## src/rtl/pipe_pkg.sv

```systemverilog
// -----------------------------------------------------------------------------
// pipe_pkg
// Shared definitions for the ID-stage register file and its scoreboard.
//   DATA_W_DEF / ADDR_W_DEF : default register width and address width
//   reg_data_t / reg_addr_t : register data and address types at default widths
//   ZERO_ADDR               : index of the optional hardwired zero register
// -----------------------------------------------------------------------------
package pipe_pkg;

   localparam int DATA_W_DEF = 32;
   localparam int ADDR_W_DEF = 4;

   typedef logic [DATA_W_DEF-1:0] reg_data_t;
   typedef logic [ADDR_W_DEF-1:0] reg_addr_t;

   localparam reg_addr_t ZERO_ADDR = '0;

endpackage

```

## src/rtl/reg_file_sb_scoreboard.sv

```systemverilog
// -----------------------------------------------------------------------------
// reg_scoreboard
// Per-register busy bits tracking in-flight producers.
//   clk, reset           : clock, synchronous active-high reset
//   issue_en, issue_addr : producer leaving ID sets busy[issue_addr]
//   wr_en, wr_addr       : writeback clears busy[wr_addr]
//   rs_addr, rt_addr     : lookup addresses
//   rs_busy, rt_busy     : registered busy bits at the lookup addresses
//   busy_vec             : whole scoreboard
// -----------------------------------------------------------------------------
module reg_scoreboard
   import pipe_pkg::*;
#(
   parameter int ADDR_W   = ADDR_W_DEF,
   parameter int ZERO_REG = 0
) (
   input  logic                 clk,
   input  logic                 reset,
   input  logic                 issue_en,
   input  logic [ADDR_W-1:0]    issue_addr,
   input  logic                 wr_en,
   input  logic [ADDR_W-1:0]    wr_addr,
   input  logic [ADDR_W-1:0]    rs_addr,
   input  logic [ADDR_W-1:0]    rt_addr,
   output logic                 rs_busy,
   output logic                 rt_busy,
   output logic [2**ADDR_W-1:0] busy_vec
);

   localparam int DEPTH = 2**ADDR_W;

   logic [DEPTH-1:0] busy_q;
   logic [DEPTH-1:0] busy_d;

   // Set has priority over clear: a new producer issuing to the register that
   // is retiring this cycle supersedes the retiring one.
   always_comb begin
      busy_d = busy_q;
      for (int i = 0; i < DEPTH; i++) begin
         if (issue_en && (issue_addr == ADDR_W'(i))) begin
            busy_d[i] = 1'b1;
         end else if (wr_en && (wr_addr == ADDR_W'(i))) begin
            busy_d[i] = 1'b0;
         end
      end
      if (ZERO_REG != 0) begin
         busy_d[ZERO_ADDR] = 1'b0;
      end
   end

   always_ff @(posedge clk) begin
      if (reset) begin
         busy_q <= '0;
      end else begin
         busy_q <= busy_d;
      end
   end

   // Busy is reported from state only; a same-cycle writeback does not hide it.
   assign rs_busy  = busy_q[rs_addr];
   assign rt_busy  = busy_q[rt_addr];
   assign busy_vec = busy_q;

endmodule

```

## src/rtl/reg_file_sb.sv

```systemverilog
// -----------------------------------------------------------------------------
// reg_file_sb
// ID-stage register file: two combinational read ports, one synchronous write
// port, optional same-cycle write bypass, optional hardwired zero register and
// an integrated busy scoreboard.
//   clk, reset                 : clock, synchronous active-high reset
//   rs_addr/rs_data            : read port A (combinational)
//   rt_addr/rt_data            : read port B (combinational)
//   wr_en, wr_addr, wr_data    : writeback port
//   issue_en, issue_addr       : destination of the instruction leaving ID
//   rs_busy, rt_busy, busy_vec : scoreboard outputs
// -----------------------------------------------------------------------------
module reg_file_sb
   import pipe_pkg::*;
#(
   parameter int DATA_W   = DATA_W_DEF,
   parameter int ADDR_W   = ADDR_W_DEF,
   parameter int ZERO_REG = 0,
   parameter int BYPASS   = 1
) (
   input  logic                 clk,
   input  logic                 reset,
   input  logic [ADDR_W-1:0]    rs_addr,
   input  logic [ADDR_W-1:0]    rt_addr,
   output logic [DATA_W-1:0]    rs_data,
   output logic [DATA_W-1:0]    rt_data,
   input  logic                 wr_en,
   input  logic [ADDR_W-1:0]    wr_addr,
   input  logic [DATA_W-1:0]    wr_data,
   input  logic                 issue_en,
   input  logic [ADDR_W-1:0]    issue_addr,
   output logic                 rs_busy,
   output logic                 rt_busy,
   output logic [2**ADDR_W-1:0] busy_vec
);

   localparam int DEPTH = 2**ADDR_W;
   localparam logic [ADDR_W-1:0] ZADDR = ADDR_W'(ZERO_ADDR);

   logic [DATA_W-1:0] mem_q [DEPTH];
   logic              wr_keep;

   // A write to the zero register is dropped entirely, so it must not bypass.
   assign wr_keep = wr_en && !((ZERO_REG != 0) && (wr_addr == ZADDR));

   always_ff @(posedge clk) begin
      if (reset) begin
         for (int i = 0; i < DEPTH; i++) begin
            mem_q[i] <= '0;
         end
      end else if (wr_keep) begin
         mem_q[wr_addr] <= wr_data;
      end
   end

   // Priority: zero register, then bypass, then stored value.
   always_comb begin
      rs_data = mem_q[rs_addr];
      if ((BYPASS != 0) && wr_keep && (wr_addr == rs_addr)) begin
         rs_data = wr_data;
      end
      if ((ZERO_REG != 0) && (rs_addr == ZADDR)) begin
         rs_data = '0;
      end
   end

   always_comb begin
      rt_data = mem_q[rt_addr];
      if ((BYPASS != 0) && wr_keep && (wr_addr == rt_addr)) begin
         rt_data = wr_data;
      end
      if ((ZERO_REG != 0) && (rt_addr == ZADDR)) begin
         rt_data = '0;
      end
   end

   reg_scoreboard #(
      .ADDR_W   (ADDR_W),
      .ZERO_REG (ZERO_REG)
   ) u_scoreboard (
      .clk        (clk),
      .reset      (reset),
      .issue_en   (issue_en),
      .issue_addr (issue_addr),
      .wr_en      (wr_en),
      .wr_addr    (wr_addr),
      .rs_addr    (rs_addr),
      .rt_addr    (rt_addr),
      .rs_busy    (rs_busy),
      .rt_busy    (rt_busy),
      .busy_vec   (busy_vec)
   );

endmodule

```

## config.mk

```make
export PLATFORM = sky130hd
export DESIGN_NAME = reg_file_sb
export DESIGN_NICKNAME = d
export VERILOG_FILES = /design/src/rtl/pipe_pkg.sv /design/src/rtl/reg_file_sb_scoreboard.sv /design/src/rtl/reg_file_sb.sv
export SDC_FILE = /design/constraint.sdc
export NUM_CORES = 1
export LEC_CHECK = 0
export CAP_MARGIN = 40
export CORE_MARGIN = 3
export CORE_UTILIZATION = 55
export CTS_BUF_LIST = sky130_fd_sc_hd__clkbuf_4
export CTS_CLUSTER_SIZE = 16
export DETAILED_ROUTE_END_ITERATION = 16
export PLACE_DENSITY = 0.72
export SYNTH_ARGS = -nofsm -noshare
export SYNTH_HDL_FRONTEND = slang
export SYNTH_HIERARCHICAL = 1
export SYNTH_SLANG_ARGS = --single-unit
```

## constraint.sdc

```tcl
create_clock -name clk -period 5.9 [get_ports clk]
set_input_delay 0.885 -clock clk [delete_from_list [all_inputs] [get_ports clk]]
set_output_delay 0.885 -clock clk [all_outputs]
set_load 0.02 [all_outputs]
```

==> metrics.log, run 1 <==
INFO  metric finish.utilization = 0.646
INFO  metric dp_slack = 1.17 ns
INFO  metric cpMostUsedCell = sky130_fd_sc_hd__clkdlybuf4s50_1
INFO  metric cp_cell_sequence = clkdlybuf4s50_1 > nor2b_4 > buf_4 > a22oi_1 > nand2_1 > mux2_2 > clkdlybuf4s50_1
INFO  metric commonest_cells_after_routing_fill_and_taps_aside = 512 x sky130_fd_sc_hd__and2_1, 512 x sky130_fd_sc_hd__edfxtp_1, 258 x sky130_fd_sc_hd__mux4_2
INFO  metric leakage = 11.4 nW
INFO  metric final-max-slew-violation-count = 0
INFO  metric sequential_group_share_of_total_power = 0.482
INFO  metric die-area = 0.0542 mm2
INFO  metric clk_path_buf_depth = 3
INFO  metric die_x = 233 um
INFO  metric detailroute.via_count = 18300
INFO  metric worst_r2r_path_depth = 2
INFO  metric dr.first_iter.drc_count = 2232
INFO  metric ir_worst_vdd = 167 uV
INFO  metric cts-resized-gates = 0
INFO  metric io_buffers = 133
INFO  metric clock_tree.root_cell = sky130_fd_sc_hd__clkbuf_4
INFO  metric synth_sequential_area_ratio = 0.555
INFO  metric globalRouteTotalUtil = 0.307
INFO  metric drt-vias-per-instance = 6.49
INFO  metric period_needed = 4.77 ns
INFO  metric power.density = 282 mW/mm2
INFO  metric regToRegSetupSlack = 5.17 ns
INFO  metric clock_skew = 0 ns
INFO  metric worstSetupPathType = in2out
INFO  metric yosysTopAreaCell = sky130_fd_sc_hd__edfxtp_1
INFO  metric hp-class = reg2reg
INFO  metric setup_viols_final = 0
INFO  metric worst_setup_path_end_kind = primary output
INFO  metric drive_gt1_frac = 0.317
INFO  metric edff_count_synth = 512
INFO  metric slowest_delay = 0.83 ns
INFO  metric asyncSetResetFlopFracSynth = 0
INFO  metric clock_tree.htree_level_count = 4
INFO  metric areaGrowthSynthToFinish = 15.3%
INFO  metric row_count = 82
INFO  metric final_antenna_net_count = 0
INFO  metric run_status = completed
INFO  metric dpl.hpwl = 47100 um
INFO  metric ioPinCount = 134
INFO  metric power_switching_share = 0.254
INFO  metric worst_r2r_endpoint = u_scoreboard/busy_vec[11]
INFO  metric gr-total-overflow = 0
INFO  metric number_of_nets_at_the_end_of_the_flow = 2090
INFO  metric gpl.final_weighted_congestion = 0.800
INFO  metric crit-reg2reg-launch = u_scoreboard/busy_vec[11]
INFO  metric cp-start-kind = input port
INFO  metric ys_ff_latch = 528
INFO  metric initial_core_util = 0.560
INFO  metric numClockSinks = 528
INFO  metric postCtsSetupRepairBufs = 0
INFO  metric timing.critical_path.slowest_stage_cell = sky130_fd_sc_hd__clkdlybuf4s50_1
INFO  metric synth.avg_cell_area = 15.2 um2
INFO  metric worstMarginPinSlew = 0.862 ns
INFO  metric timing.critical_path.fanout_max = 17
INFO  metric grt_first_pass_wirelength = 120000 um
INFO  metric slew-limit-headroom = 0.426
INFO  metric postSynthCellCount = 1861
INFO  metric drt_first_pass_iters = 5
INFO  metric holdBufCountCts = 0
INFO  metric synth_top_area_frac = 0.544
INFO  metric totalWireLength = 80700 um
INFO  metric mappedNetlistNets = 1913
INFO  metric finalHoldViolCount = 0
INFO  metric layout_setup_ws = 1.13 ns
INFO  metric warnings_synthesis = 6
INFO  metric clock_transition_at_the_registers_of_the_reported_paths = 0.06 ns
INFO  metric clock_insertion_delay_worst_skew = 0.95 ns
INFO  metric worstSetupStartpoint = rt_addr[2]
INFO  metric crit_path_end = rt_data[4]
INFO  metric remaining_drc_errors = 0
INFO  metric timing.critical_path.arrival = 3.88 ns
INFO  metric numCtsBuffers = 144
INFO  metric synth_top_flop_cell = sky130_fd_sc_hd__edfxtp_1
INFO  metric tritoncts_clock_tree = yes
INFO  metric grt_setup_unrepaired = false
INFO  metric cp_data_required_time = 5.02 ns
INFO  metric timing.setup.tns = 0 ns
INFO  metric post_synth_num_cell_types = 34
INFO  metric grt_start_max_net_pins = 62
INFO  metric intPower = 0.00684 W
INFO  metric power_frac_clock = 0.378
INFO  metric first_global_vias = 19700
INFO  metric fp.dieH = 233 um
INFO  metric core-area = 0.0505 mm2
INFO  metric share_comb_of_total_power = 0.140
INFO  metric max_freq = 210 MHz
INFO  metric netlist_area = 0.0283 mm2
INFO  metric final.period_utilization = 0.808
INFO  metric routed_wire_length_per_instance = 28.6 um
INFO  metric post_synth_main_area_contributors = sky130_fd_sc_hd__edfxtp_1 54%, sky130_fd_sc_hd__mux4_2 21%, sky130_fd_sc_hd__and2_1 11%
INFO  metric number_of_antenna_violations_at_the_first_check_in_global_routing = 3
INFO  metric switchingPower = 0.00234 W
INFO  metric max_cap_violations = 0
## routing by layer
layer / global-route usage / vias up / wire length, um
met5: 0 / - / 20
met4: 0.126 / 2 / 2490
met3: 0.0781 / 205 / 8990
met2: 0.496 / 1164 / 39400
met1: 0.401 / 9296 / 29800
li1: - / 7646 / -
## synthesized netlist by cell type (7+ instances only)
cell                       count
sky130_fd_sc_hd__nor2_1       15
sky130_fd_sc_hd__clkbuf_1    132
sky130_fd_sc_hd__edfxtp_1    512
sky130_fd_sc_hd__mux4_2      258
sky130_fd_sc_hd__and2_1      512
sky130_fd_sc_hd__mux4_1        8
sky130_fd_sc_hd__or2_2        17
sky130_fd_sc_hd__nand2_1      77
sky130_fd_sc_hd__buf_1         7
sky130_fd_sc_hd__mux2_2       64
sky130_fd_sc_hd__buf_2        36
sky130_fd_sc_hd__dfxtp_1      16
sky130_fd_sc_hd__o21ai_0      16
sky130_fd_sc_hd__a22oi_1     124
sky130_fd_sc_hd__a21oi_1      16
## cells by family (layout without fill, tap and decap cells)
| group | after synthesis | count (layout) | share of synthesized area |
|---|---|---|---|
| flops | 528 | 528 | 0.555 |
| simple gates | 657 | 657 | 0.138 |
| other cells | 0 | 4 | 0 |
| buf+inv | 176 | 459 | 0.0252 |
| compound gates | 156 | 156 | 0.0386 |
| mux | 336 | 336 | 0.240 |
| xor+xnor | 8 | 8 | 0.00248 |
## worst min path at each step
stage	start	endpoint	slack, ns	cells past startpoint
5_1_grt	u_scoreboard/busy_vec[7]	u_scoreboard/busy_vec[7]	0.53	2
3_5_place_dp	u_scoreboard/busy_vec[0]	u_scoreboard/busy_vec[0]	0.51	2
3_3_place_gp	u_scoreboard/busy_vec[3]	u_scoreboard/busy_vec[3]	0.50	2
6_report	u_scoreboard/busy_vec[0]	u_scoreboard/busy_vec[0]	0.52	2
2_1_floorplan	u_scoreboard/busy_vec[5]	u_scoreboard/busy_vec[5]	0.57	2
4_1_cts	u_scoreboard/busy_vec[0]	u_scoreboard/busy_vec[0]	0.51	2
## per-stage QoR
stage	total power (W)	cell area (um2)	hold WS, ns	std cells
detailed placement	0.00578	30700	0.505	2564
global route	0.00952	32600	0.532	2817
CTS	0.00923	32600	0.514	2816
floorplan	0.00525	28300	0.569	1861
finish	0.00918	32600	0.515	2820
global placement	0.00574	30500	0.500	2558
## worst max-delay path: cells and delay by family
kind	cells	cell delay [ns]
AND/OR/NAND/NOR	2	0.95
buffers and inverters	3	1.72
multiplexers	1	0.16
AO/OA/AOI/OAI	1	0.15
## power groups by stage
stage | sequential, W | combinational [W] | clock [W]
after global placement | 0.00448 | 0.00126 | 0
after detailed placement | 0.00450 | 0.00128 | 0
after floorplan | 0.00446 | 0.000788 | 0
final | 0.00442 | 0.00129 | 0.00347
after CTS | 0.00442 | 0.00128 | 0.00352
after global routing | 0.00444 | 0.00135 | 0.00372
## flip-flops by register name, indices dropped and copies added (netlist names)
register and cells:
mem_q 512, u_scoreboard/busy_vec 16
## layout make-up
class	count	area [um2]
clock inverter	33	272
antenna	4	10.0
fill	3725	17900
clock buffer	219	1640
tap	672	841
multi-input combinational	1157	12000
sequential	528	15700
timing repair buffer	207	2100
No activity file was read; power rests on OpenSTA's default activity.
==> run 2: changes to the inputs <==
PLACE_DENSITY = 0.75   (was 0.72)
clock period = 4.2 ns   (was 5.9 ns; I/O delays follow)
==> run 2 against run 1 <==
- combinational power grew 42%
- via count shrank 0.85%
- sequential share of layout area shrank 0.32 points
- power grew 42%
- global-route usage grew 0.16 points
==> metrics.log, run 2 (synthesis gave the netlist of run 1 again) <==
INFO  metric clock_insertion_delay_worst_skew = 0.95 ns
INFO  metric commonest_cells_after_routing_fill_and_taps_aside = 514 x sky130_fd_sc_hd__and2_1, 512 x sky130_fd_sc_hd__edfxtp_1, 258 x sky130_fd_sc_hd__mux4_2
INFO  metric initial_core_util = 0.560
INFO  metric numCtsBuffers = 140
INFO  metric dpl.hpwl = 48400 um
INFO  metric most_common_library_cell_in_the_layout_ignoring_fill_and_taps = sky130_fd_sc_hd__and2_1
INFO  metric fp.dieH = 233 um
INFO  metric worstMarginPinSlew = 0.750 ns
INFO  metric final-max-slew-violation-count = 0
INFO  metric grt_use_met2 = 0.523
INFO  metric numClockSinks = 528
INFO  metric leakage = 11.5 nW
INFO  metric grt_setup_unrepaired = false
INFO  metric worstSetupPathType = reg2out
INFO  metric run_status = completed
INFO  metric clock_transition_at_the_registers_of_the_reported_paths = 0.07 ns
INFO  metric number_of_nets_at_the_end_of_the_flow = 2103
INFO  metric worst_hold_slack = 0.379 ns
INFO  metric dp_slack = 0.350 ns
INFO  metric clk_path_buf_depth = 3
INFO  metric grt.busiest_layer = met2
INFO  metric drt-vias-per-instance = 6.46
INFO  metric final.period_utilization = 0.918
INFO  metric largest_reg_flops = 512
INFO  metric gr-total-overflow = 0
INFO  metric worst_setup_path_end_kind = primary output
INFO  metric die_x = 233 um
INFO  metric power.density = 397 mW/mm2
INFO  metric timing.setup.tns = 0 ns
INFO  metric max_freq = 259 MHz
INFO  metric drive_gt1_frac = 0.316
INFO  metric io_buffers = 133
INFO  metric row_count = 82
INFO  metric layout_setup_ws = 0.343 ns
INFO  metric cp_data_required_time = 3.57 ns
INFO  metric clock_skew = 0 ns
INFO  metric postCtsSetupRepairBufs = 0
INFO  metric holdBufCountCts = 0
INFO  metric timing.critical_path.arrival = 3.23 ns
INFO  metric timing.critical_path.fanout_max = 2
INFO  metric finish.utilization = 0.650
INFO  metric tritoncts_clock_tree = yes
INFO  metric number_of_antenna_violations_at_the_first_check_in_global_routing = 1
INFO  metric clock_tree.root_cell = sky130_fd_sc_hd__clkbuf_4
INFO  metric core-area = 0.0505 mm2
INFO  metric max_cap_violations = 0
INFO  metric grt_start_max_net_pins = 37
INFO  metric first_global_vias = 19700
INFO  metric grt_first_pass_wirelength = 121000 um
INFO  metric ir_worst_vdd = 325 uV
INFO  metric finalHoldViolCount = 0
INFO  metric hp-class = in2reg
INFO  metric dr.first_iter.drc_count = 2173
INFO  metric grtUsageMet3 = 0.0753
INFO  metric layout.cells.non_filler = 2809
INFO  metric cts-resized-gates = 0
INFO  metric drt_first_pass_iters = 8
INFO  metric die-area = 0.0542 mm2
INFO  metric ioPinCount = 134
INFO  metric slew-limit-headroom = 0.498
INFO  metric global_route.usage.met1 = 0.380
INFO  metric totalWireLength = 81000 um
INFO  metric dp.cells = 2581
INFO  metric period_needed = 3.86 ns
INFO  metric setup_viols_final = 0
INFO  metric final_antenna_net_count = 0
INFO  metric clock_tree.htree_level_count = 4
INFO  metric areaGrowthSynthToFinish = 16.0%
INFO  metric routed_wire_length_per_instance = 28.8 um
INFO  metric remaining_drc_errors = 0
INFO  metric reg_with_most_ffs = mem_q
INFO  metric globalRouteTotalUtil = 0.309
INFO  metric gpl.final_weighted_congestion = 0.794
INFO  metric detailroute.via_count = 18200
INFO  metric cp-start-kind = flop
==> run 2: final timing paths <==
kind         cells after the start                        to                     start  slack (ns)
max                              4               rt_data[30]              mem_q[1][30]        0.34
min                              3  u_scoreboard/busy_vec[1]                  issue_en        0.38
max reg2reg                      2  u_scoreboard/busy_vec[6]  u_scoreboard/busy_vec[6]        3.45
min reg2reg                      2  u_scoreboard/busy_vec[1]  u_scoreboard/busy_vec[1]        0.52
==> run 2: critical path, cell delays in order (launching register included) <==
cell and delay, ns:
sky130_fd_sc_hd__edfxtp_1 0.43, sky130_fd_sc_hd__mux4_2 0.48, sky130_fd_sc_hd__mux4_2 0.47, sky130_fd_sc_hd__mux2_2 0.28, sky130_fd_sc_hd__clkdlybuf4s50_1 0.57
==> run 2: routing by layer <==
| layer | vias up | part of all wire | wire length (um) |
|---|---|---|---|
| li1 | 7650 | - | - |
| met1 | 9204 | 0.35 | 28400 |
| met2 | 1096 | 0.51 | 41200 |
| met3 | 207 | 0.10 | 8390 |
| met4 | 0 | 0.037 | 3000 |
| met5 | - | 0 | 0 |
==> run 2: report_power, final <==
| part | internal [W] | total, W | switching (W) |
|---|---|---|---|
| clock network | 0.00280 | 0.00498 | 0.00218 |
| logic | 0.000888 | 0.00183 | 0.000944 |
| registers | 0.00607 | 0.00622 | 0.000147 |
| total | 0.00976 | 0.0130 | 0.00327 |
==> run 2: final cells by class <==
cell class	instances	area, um2
Multi-Input combinational cell	1157	12000
Antenna cell	2	5.00
Timing Repair Buffer	224	2390
Tap cell	672	841
Sequential cell	528	15700
Fill cell	3631	17700
Clock inverter	31	433
Clock buffer	195	1460
==> run 2: metrics by stage <==
stage | total power, W | cell area [um2]
floorplan | 0.00737 | 28300
global placement | 0.00809 | 30900
detailed placement | 0.00815 | 30900
CTS | 0.0131 | 32800
global route | 0.0135 | 32800
finish | 0.0130 | 32800
